File: src/rtl/priority_encoder_4to2_pkg.sv
// Shared definitions for the 4-request priority encoder with ack handshake.
// Holds the FSM state encoding, the request/index width constants and a
// one-hot helper used when clearing the acknowledged request.
// Ports: none (package).
package priority_encoder_4to2_pkg;

    localparam int REQ_W = 4;
    localparam int IDX_W = 2;

    typedef logic [REQ_W-1:0] req_t;
    typedef logic [IDX_W-1:0] idx_t;

    // IDLE: nothing presented (Valid=0); PRESENT: an index is presented (Valid=1).
    typedef enum logic {
        ST_IDLE    = 1'b0,
        ST_PRESENT = 1'b1
    } state_t;

    // One-hot mask for a request index.
    function automatic req_t idx_onehot(input idx_t idx);
        req_t mask;
        mask      = '0;
        mask[idx] = 1'b1;
        return mask;
    endfunction

endpackage

File: src/rtl/priority_encoder_4to2_pe4_select.sv
// Combinational request selector: (pending, pointer) -> (index, any).
// Default build: fixed priority, bit 3 highest, bit 0 lowest; no pointer input.
// With ENCODER_ROUND_ROBIN_EN defined: searches upward from pointer, wrapping 3 -> 0.
// Ports:
//   pending  requests eligible for selection
//   pointer  round-robin start position (only with ENCODER_ROUND_ROBIN_EN)
//   index    selected request index (0 when nothing is pending)
//   any      at least one request is pending
module pe4_select
    import priority_encoder_4to2_pkg::*;
(
    input  req_t pending,
`ifdef ENCODER_ROUND_ROBIN_EN
    input  idx_t pointer,
`endif
    output idx_t index,
    output logic any
);

`ifdef ENCODER_ROUND_ROBIN_EN
    idx_t cand;
    logic found;

    always_comb begin
        index = '0;
        found = 1'b0;
        cand  = pointer;
        any   = |pending;
        // Walk the four positions starting at the pointer; the 2-bit add
        // provides the 3 -> 0 wrap for free.
        for (int k = 0; k < REQ_W; k++) begin
            cand = pointer + k[IDX_W-1:0];
            if (!found && pending[cand]) begin
                index = cand;
                found = 1'b1;
            end
        end
    end
`else
    always_comb begin
        index = '0;
        any   = |pending;
        if (pending[3]) begin
            index = 2'd3;
        end else if (pending[2]) begin
            index = 2'd2;
        end else if (pending[1]) begin
            index = 2'd1;
        end else begin
            index = 2'd0;
        end
    end
`endif

endmodule

File: src/rtl/priority_encoder_4to2.sv
// Sticky 4-line request collector that presents one index at a time with a
// Valid/Ack handshake. Requests land in Pending one edge after sampling and are
// presented one edge later; each Ack retires the presented bit and loads the
// next index on the same edge (no bubble). Presented index holds while Ack=0.
// Arbitration: fixed priority by default; round robin when the macro
// ENCODER_ROUND_ROBIN_EN is defined (adds a 2-bit rotation pointer).
// Ports:
//   Clock           rising-edge clock
//   Reset           synchronous active-high reset
//   Enable          1: capture Encoder_Input into Pending; 0: capture blocked only
//   Encoder_Input   request lines, level-sampled each edge
//   Ack             consumer accepts Encoder_Output (ignored while Valid=0)
//   Encoder_Output  presented index, registered
//   Valid           Encoder_Output holds a pending request, registered
//   Pending         sticky pending-request register
module priority_encoder_4to2
    import priority_encoder_4to2_pkg::*;
(
    input  logic             Clock,
    input  logic             Reset,
    input  logic             Enable,
    input  logic [REQ_W-1:0] Encoder_Input,
    input  logic             Ack,
    output logic [IDX_W-1:0] Encoder_Output,
    output logic             Valid,
    output logic [REQ_W-1:0] Pending
);

    state_t state_q, state_d;
    idx_t   idx_q, idx_d;
    req_t   pend_q, pend_d;

    logic   ack_fire;
    req_t   clr_mask;
    req_t   sel_req;
    idx_t   sel_idx;
    logic   sel_any;

    assign ack_fire = (state_q == ST_PRESENT) && Ack;
    assign clr_mask = ack_fire ? idx_onehot(idx_q) : '0;

    // Clear first, then OR in new requests: a request arriving on the bit
    // being acknowledged keeps that bit pending.
    assign pend_d = (pend_q & ~clr_mask) | (Enable ? Encoder_Input : '0);

    // While presenting, the selector looks at what would remain after the
    // current index is retired, so an Ack can load the successor at once.
    // Requests captured on the same edge are not yet visible; they follow
    // the normal one-edge path through Pending.
    assign sel_req = (state_q == ST_PRESENT) ? (pend_q & ~idx_onehot(idx_q)) : pend_q;

`ifdef ENCODER_ROUND_ROBIN_EN
    idx_t ptr_q, ptr_d;
    idx_t sel_ptr;

    // On an Ack the search starts just past the retired index.
    assign ptr_d   = ack_fire ? idx_q + 2'd1 : ptr_q;
    assign sel_ptr = (state_q == ST_PRESENT) ? idx_q + 2'd1 : ptr_q;

    always_ff @(posedge Clock) begin
        if (Reset) begin
            ptr_q <= '0;
        end else begin
            ptr_q <= ptr_d;
        end
    end

    pe4_select u_select (
        .pending (sel_req),
        .pointer (sel_ptr),
        .index   (sel_idx),
        .any     (sel_any)
    );
`else
    pe4_select u_select (
        .pending (sel_req),
        .index   (sel_idx),
        .any     (sel_any)
    );
`endif

    always_comb begin
        state_d = state_q;
        idx_d   = idx_q;
        case (state_q)
            ST_IDLE: begin
                if (sel_any) begin
                    state_d = ST_PRESENT;
                    idx_d   = sel_idx;
                end
            end
            ST_PRESENT: begin
                // Without Ack the presented index is frozen, even if a
                // higher-priority request shows up in Pending.
                if (Ack) begin
                    if (sel_any) begin
                        idx_d = sel_idx;
                    end else begin
                        state_d = ST_IDLE;
                    end
                end
            end
            default: begin
                state_d = ST_IDLE;
            end
        endcase
    end

    always_ff @(posedge Clock) begin
        if (Reset) begin
            state_q <= ST_IDLE;
            idx_q   <= '0;
            pend_q  <= '0;
        end else begin
            state_q <= state_d;
            idx_q   <= idx_d;
            pend_q  <= pend_d;
        end
    end

    assign Encoder_Output = idx_q;
    assign Valid          = (state_q == ST_PRESENT);
    assign Pending        = pend_q;

endmodule
File: config.mk
export PLATFORM = sky130hd
export DESIGN_NAME = priority_encoder_4to2
export DESIGN_NICKNAME = d
export VERILOG_FILES = /design/src/rtl/priority_encoder_4to2_pkg.sv /design/src/rtl/priority_encoder_4to2_pe4_select.sv /design/src/rtl/priority_encoder_4to2.sv
export SDC_FILE = /design/constraint.sdc
export NUM_CORES = 1
export LEC_CHECK = 0
export ABC_AREA = 1
export BUFFER_PORTS_ARGS = -buffer_cell sky130_fd_sc_hd__buf_2
export CORE_AREA = 3 3 40 42
export DETAILED_ROUTE_END_ITERATION = 6
export DIE_AREA = 0 0 43 45
export PLACE_DENSITY_LB_ADDON = 0.2
export SYNTH_ARGS = -nofsm -noshare
export SYNTH_HDL_FRONTEND = slang
export SYNTH_HIERARCHICAL = 1
export SYNTH_SLANG_ARGS = --single-unit
File: constraint.sdc
create_clock -name Clock -period 1.9 [get_ports Clock]
set_input_delay 0.38 -clock Clock [delete_from_list [all_inputs] [get_ports Clock]]
set_output_delay 0.38 -clock Clock [all_outputs]
set_load 0.02 [all_outputs]
After elaboration in Yosys (flattened, before gate mapping) --
Cells that the tools add are included.
Storage, ports and cells: register bits after elaboration 7, memory bits (read-only) 0, memories 0, bits in writable memories 0, bits of input ports 8, latch bits 0
Cells by class: $add $sub $neg 0, muxes and demuxes 14, multiply operators 0, shift operators 0, bitwise logic cells 6, eq/ne operators 1, reduce and logical (&&, ||, !) cells 3, div/mod/pow operators 0, order comparisons 2
Operator list (number):
- 4-bit two-way mux | 3
- 4-bit bitwise AND | 2
- 2-bit two-way mux | 4
- 4-bit NOT | 2
- 1-bit two-way mux | 4
- 4-bit OR | 1
- 2-bit case mux with 2 select lines | 1
- 4-bit OR reduction | 1
- 2-bit by 3-bit less-than comparator with 1-bit output (second input constant) | 1
- 1-bit demux with 2-bit select | 1
- 2-bit by 1-bit greater-or-equal comparator with 1-bit output (second input constant) | 1
- 1-bit logical AND | 2
- 2-bit != test (second input constant) | 1
- 1-bit case mux with 2 select lines | 1
- 1-bit NOT | 1

Depth between registers and ports, before layout --
depth after elaboration 13, depth in mapped cells 11, mapped depth without buffers 11

Modules after synthesis --
The synthesis kept the hierarchy.
Modules (own cells, without submodules):
- priority_encoder_4to2 | sequential area each 140.1 um^2, times used 1, cells an instance 53, area an instance 330.3 um^2
- pe4_select | sequential area each 0.0 um^2, times used 1, cells an instance 8, area an instance 32.5 um^2

Least setup slack after synthesis --
Ideal clock, no wire load.
path type register to register, start point reg idx_q[0] (netlist: Encoder_Output[0]), end point reg idx_q[1] (netlist: Encoder_Output[1]), buffers on the path 0, stages on the path, launching flop included 12, slack 0.559 ns, data arrival time 1.225 ns, path through dfxtp_1 > inv_1 > nor2_1 > nand2_1 > nand2_1 > inv_1 > nor2_1 > nand2_1 > nand2_2 > inv_1 > nor2_1 > nor2_1
RTL lines:
- start: declaration | RTL line priority_encoder_4to2.sv:30 | idx_t idx_q, idx_d;
- start signal: assignment | RTL line priority_encoder_4to2.sv:116 | idx_q <= idx_d;
- 2-bit by 3-bit less-than comparator with 1-bit output (not written as such) or 2-bit by 1-bit greater-or-equal comparator with 1-bit output (tied branches) | RTL line priority_encoder_4to2_pkg.sv:23 | mask[idx] = 1'b1;
- 1-bit logical AND (not written as such) | RTL line priority_encoder_4to2_pkg.sv:23
- 1-bit two-way mux (not written as such) | RTL line priority_encoder_4to2_pkg.sv:23
- 1-bit demux with 2-bit select (*) | RTL line priority_encoder_4to2_pkg.sv:23
- 4-bit NOT (*) | RTL line priority_encoder_4to2.sv:50 | assign sel_req = (state_q == ST_PRESENT) ? (pend_q & ~idx_onehot(idx_q)) : pend_q;
- 4-bit bitwise AND (*) | RTL line priority_encoder_4to2.sv:50
- 4-bit two-way mux (*) | RTL line priority_encoder_4to2.sv:50
- via sel_req[1] | RTL line priority_encoder_4to2.sv:35 | req_t sel_req;
- 4-bit OR reduction (*) | RTL line priority_encoder_4to2_pe4_select.sv:42 | any = |pending;
- via sel_any | RTL line priority_encoder_4to2.sv:37 | logic sel_any;
- 2-bit two-way mux (*) | RTL line priority_encoder_4to2.sv:87, priority_encoder_4to2.sv:96
- 2-bit two-way mux | RTL line priority_encoder_4to2.sv:95 | if (Ack) begin
- 2-bit case mux with 2 select lines (*) | RTL line priority_encoder_4to2.sv:85 | case (state_q)
The timed path passes the listed nets; every way through them passes the cells marked *. The select of a mux whose other input is x is not followed. A chain may end at the register's enable or synchronous reset.

Worst setup path in the final report --
start point reg idx_q[0] (netlist: Encoder_Output[0]), end point reg idx_q[0] (netlist: Encoder_Output[0])
The elaborated chain is that of the path after synthesis.

==> results.yml <==
worst_setup_path:
  crit_required_ns: 2.04
  crit_path_top_delay_cell: "dfxtp_1"
  cp.buffers_inverters: 3
  rrSetupSlack_ns: 0.55
  startpoint_type: "flip-flop"
  cp_top_family: "simple AND/OR/NAND/NOR gates"
  cp_common_cell: "nor2_1"
  rr_startpoint: "Encoder_Output[0]"
  cp_max_fo: 7
  worst-path-stages: 11
  arrival_ns: 1.49
  critPathKind: "reg -> reg"
  r2r_end: "Encoder_Output[0]"
  reg2reg_depth: 11
  critPathCaptureType: "flip-flop"
  cp_cell_sequence: "inv_1 > nor2_1 > nand2_1 > nand2_1 > inv_1 > nor2_1 > nand2_1 > nand2_2 > inv_1 > nor2_1 > nor2_1"
  cpPeakStageDelay_ns: 0.42
global_routing:
  grt_overflow: 0
  antenna_found_initial: 0
  grt-busiest-layer: "met2"
  grt_pass1_wl_um: 1400
  use_met1_pct: 12.0
  use_met3_pct: 2.79
  grt_pass1_vias: 349
  track_usage_pct: 9.99
  grt_max_degree: 8
  grt_use_met2_pct: 15.3
synthesis:
  synth_top_family_by_area: "simple AND/OR/NAND/NOR gates"
  async_flop_share_pct: 0
  postSynthAreaPerCell_um2: 5.95
  yosysMostFrequentCell: "nand2_1"
  ys.flop_type: "dfxtp_1"
  synthMuxAreaShare_pct: 0
  ys_ff_latch: 7
  yosysWarningCount: 6
  synthDistinctLibCells: 10
  synth_common_cells: "nand2_1, inv_1, nor2_1"
  synthXorXnorAreaFrac_pct: 0
  synth_edf_count: 0
  synth-simple-area-share_pct: 34.8
  seq_area_frac_synth_pct: 38.6
  synthAdderAreaFrac_pct: 0
  synth_cells: 61
  synthesis.area_um2: 363
  synthesis.nets: 69
  synth_area_leaders: "dfxtp_1, nand2_1, inv_1"
  synth_compound_area_share_pct: 13.1
  yosys.area.top_type: "dfxtp_1"
  synth.top_cell.area_share_pct: 38.6
sta:
  slew-limit-headroom_pct: 85.1
  finClkSkew_ns: 0.00488
  fin_tns_setup_ns: 0
  hold_viol: 0
  setup_violations: 0
  period_needed_ns: 1.35
  worst_slew_pin_slew_ns: 0.224
  fmax_mhz: 743
  period_share_pct: 70.8
  rsz0062_at_grt: "no"
  slew_viol_final: 0
clock_tree:
  post_cts_buffers: 0
  numCtsBuffers: 3
  cts-root-buf: "clkbuf_4"
  clk_latency_ns: 0.25
  htreeDepth: 1
  cts_buffer_depth: 2
  clk_pin_slew_ns: 0.05
  cts.sink_count: 7
  cts_hold_buffers: 0
  cts_resized: 0
  cts_tree: "built"
hold_path:
  hold_start: "Reset"
  min_path_type: "in -> reg"
  hold_end: "Pending[2]"
  hold_depth: 2
power:
  p_per_area_nw_per_um2: 879
  vdd_drop_max_uv: 240
  power.leakage_uw: 0.000278
floorplan:
  die_height_um: 45
  die-area_um2: 1940
  rows: 13
  io_pins: 15
  start_util_pct: 28.2
  fp.dieW_um: 43
  core_area_um2: 1280
route:
  drc_errors: 0
  viasPerCell: 4.07
  drtPass1Iterations: 3
  initialDrtViolationCount: 5
  vias: 383
  drtAntennaViolNets: 0
  drt_wl_total_um: 822
  routedWlPerCell_um: 8.74
layout:
  n_antenna_cell: 0
  nets: 88
  area_growth_pct: 31.7
  final_core_util_pct: 37.2
  fill_cells: 150
  drive_above_1_share_pct: 24.1
place:
  hpwl_um: 676
  io_buffers: 14
  gp_congestion: 0.757
flow_run:
  maxCapViolCount: 0
outcome:
  status: "complete, no violations"
stage by stage:
step	instances	power, uW	area (um^2)	hold slack (ns)	setup WS, ns
final	94	420	478	0.366	0.555
after global routing	94	449	478	0.383	0.365
after CTS	94	430	478	0.364	0.542
after detailed placement	90	290	452	0.471	0.554
after global placement	90	289	452	0.471	0.565
after floorplan	61	253	363	0.449	0.559
power by group:
part | internal, uW | total [uW] | switching (uW)
clock | 80.1 | 135 | 54.5
sequential | 162 | 181 | 18.4
combinational | 38.7 | 105 | 65.9
total | 281 | 420 | 139
sequential cells by signal, summed over array words and instances (netlist names):
name            count
Valid               1
Pending             4
Encoder_Output      2
cells by family (layout without fill, tap and decap cells):
group,count (synthesis),after routing
compound gates,9,9
buf+inv,13,31
simple gates,32,32
flops,7,7
cell usage in the layout (no fill, tap or decap):
cell type	instances
nand2_1	21
buf_2	14
inv_1	13
nor2_1	8
dfxtp_1	7
a21oi_1	5
o21ai_0	3
clkbuf_4	3
a21boi_0	1
nand3_1	1
nand2_2	1
clkbuf_1	1
nor2_2	1
worst max-delay path by stage:
stage / from / to / slack, ns
after global routing: Encoder_Output[0] / Encoder_Output[0] / 0.36
final: Encoder_Output[0] / Encoder_Output[0] / 0.55
after CTS: Encoder_Output[0] / Encoder_Output[0] / 0.54
after floorplan: Encoder_Output[0] / Encoder_Output[1] / 0.56
after global placement: Encoder_Output[0] / Encoder_Output[1] / 0.56
after detailed placement: Encoder_Output[0] / Encoder_Output[0] / 0.55
metal layers:
metal,vias to the layer above,wire length [um]
met3,0,54
met5,-,0
met1,161,391
li1,216,-
met2,6,375
met4,0,0
layout make-up:
cell class	count	area (um^2)	share of cell area, %
clock buffer	4	26.3	5.50
inverter	13	48.8	10.2
multi-input combinational	41	174	36.4
sequential	7	140	29.3
tap	15	18.8	3.93
timing repair buffer	14	70.1	14.7
Note: power is estimated with default switching activity, not from simulation.
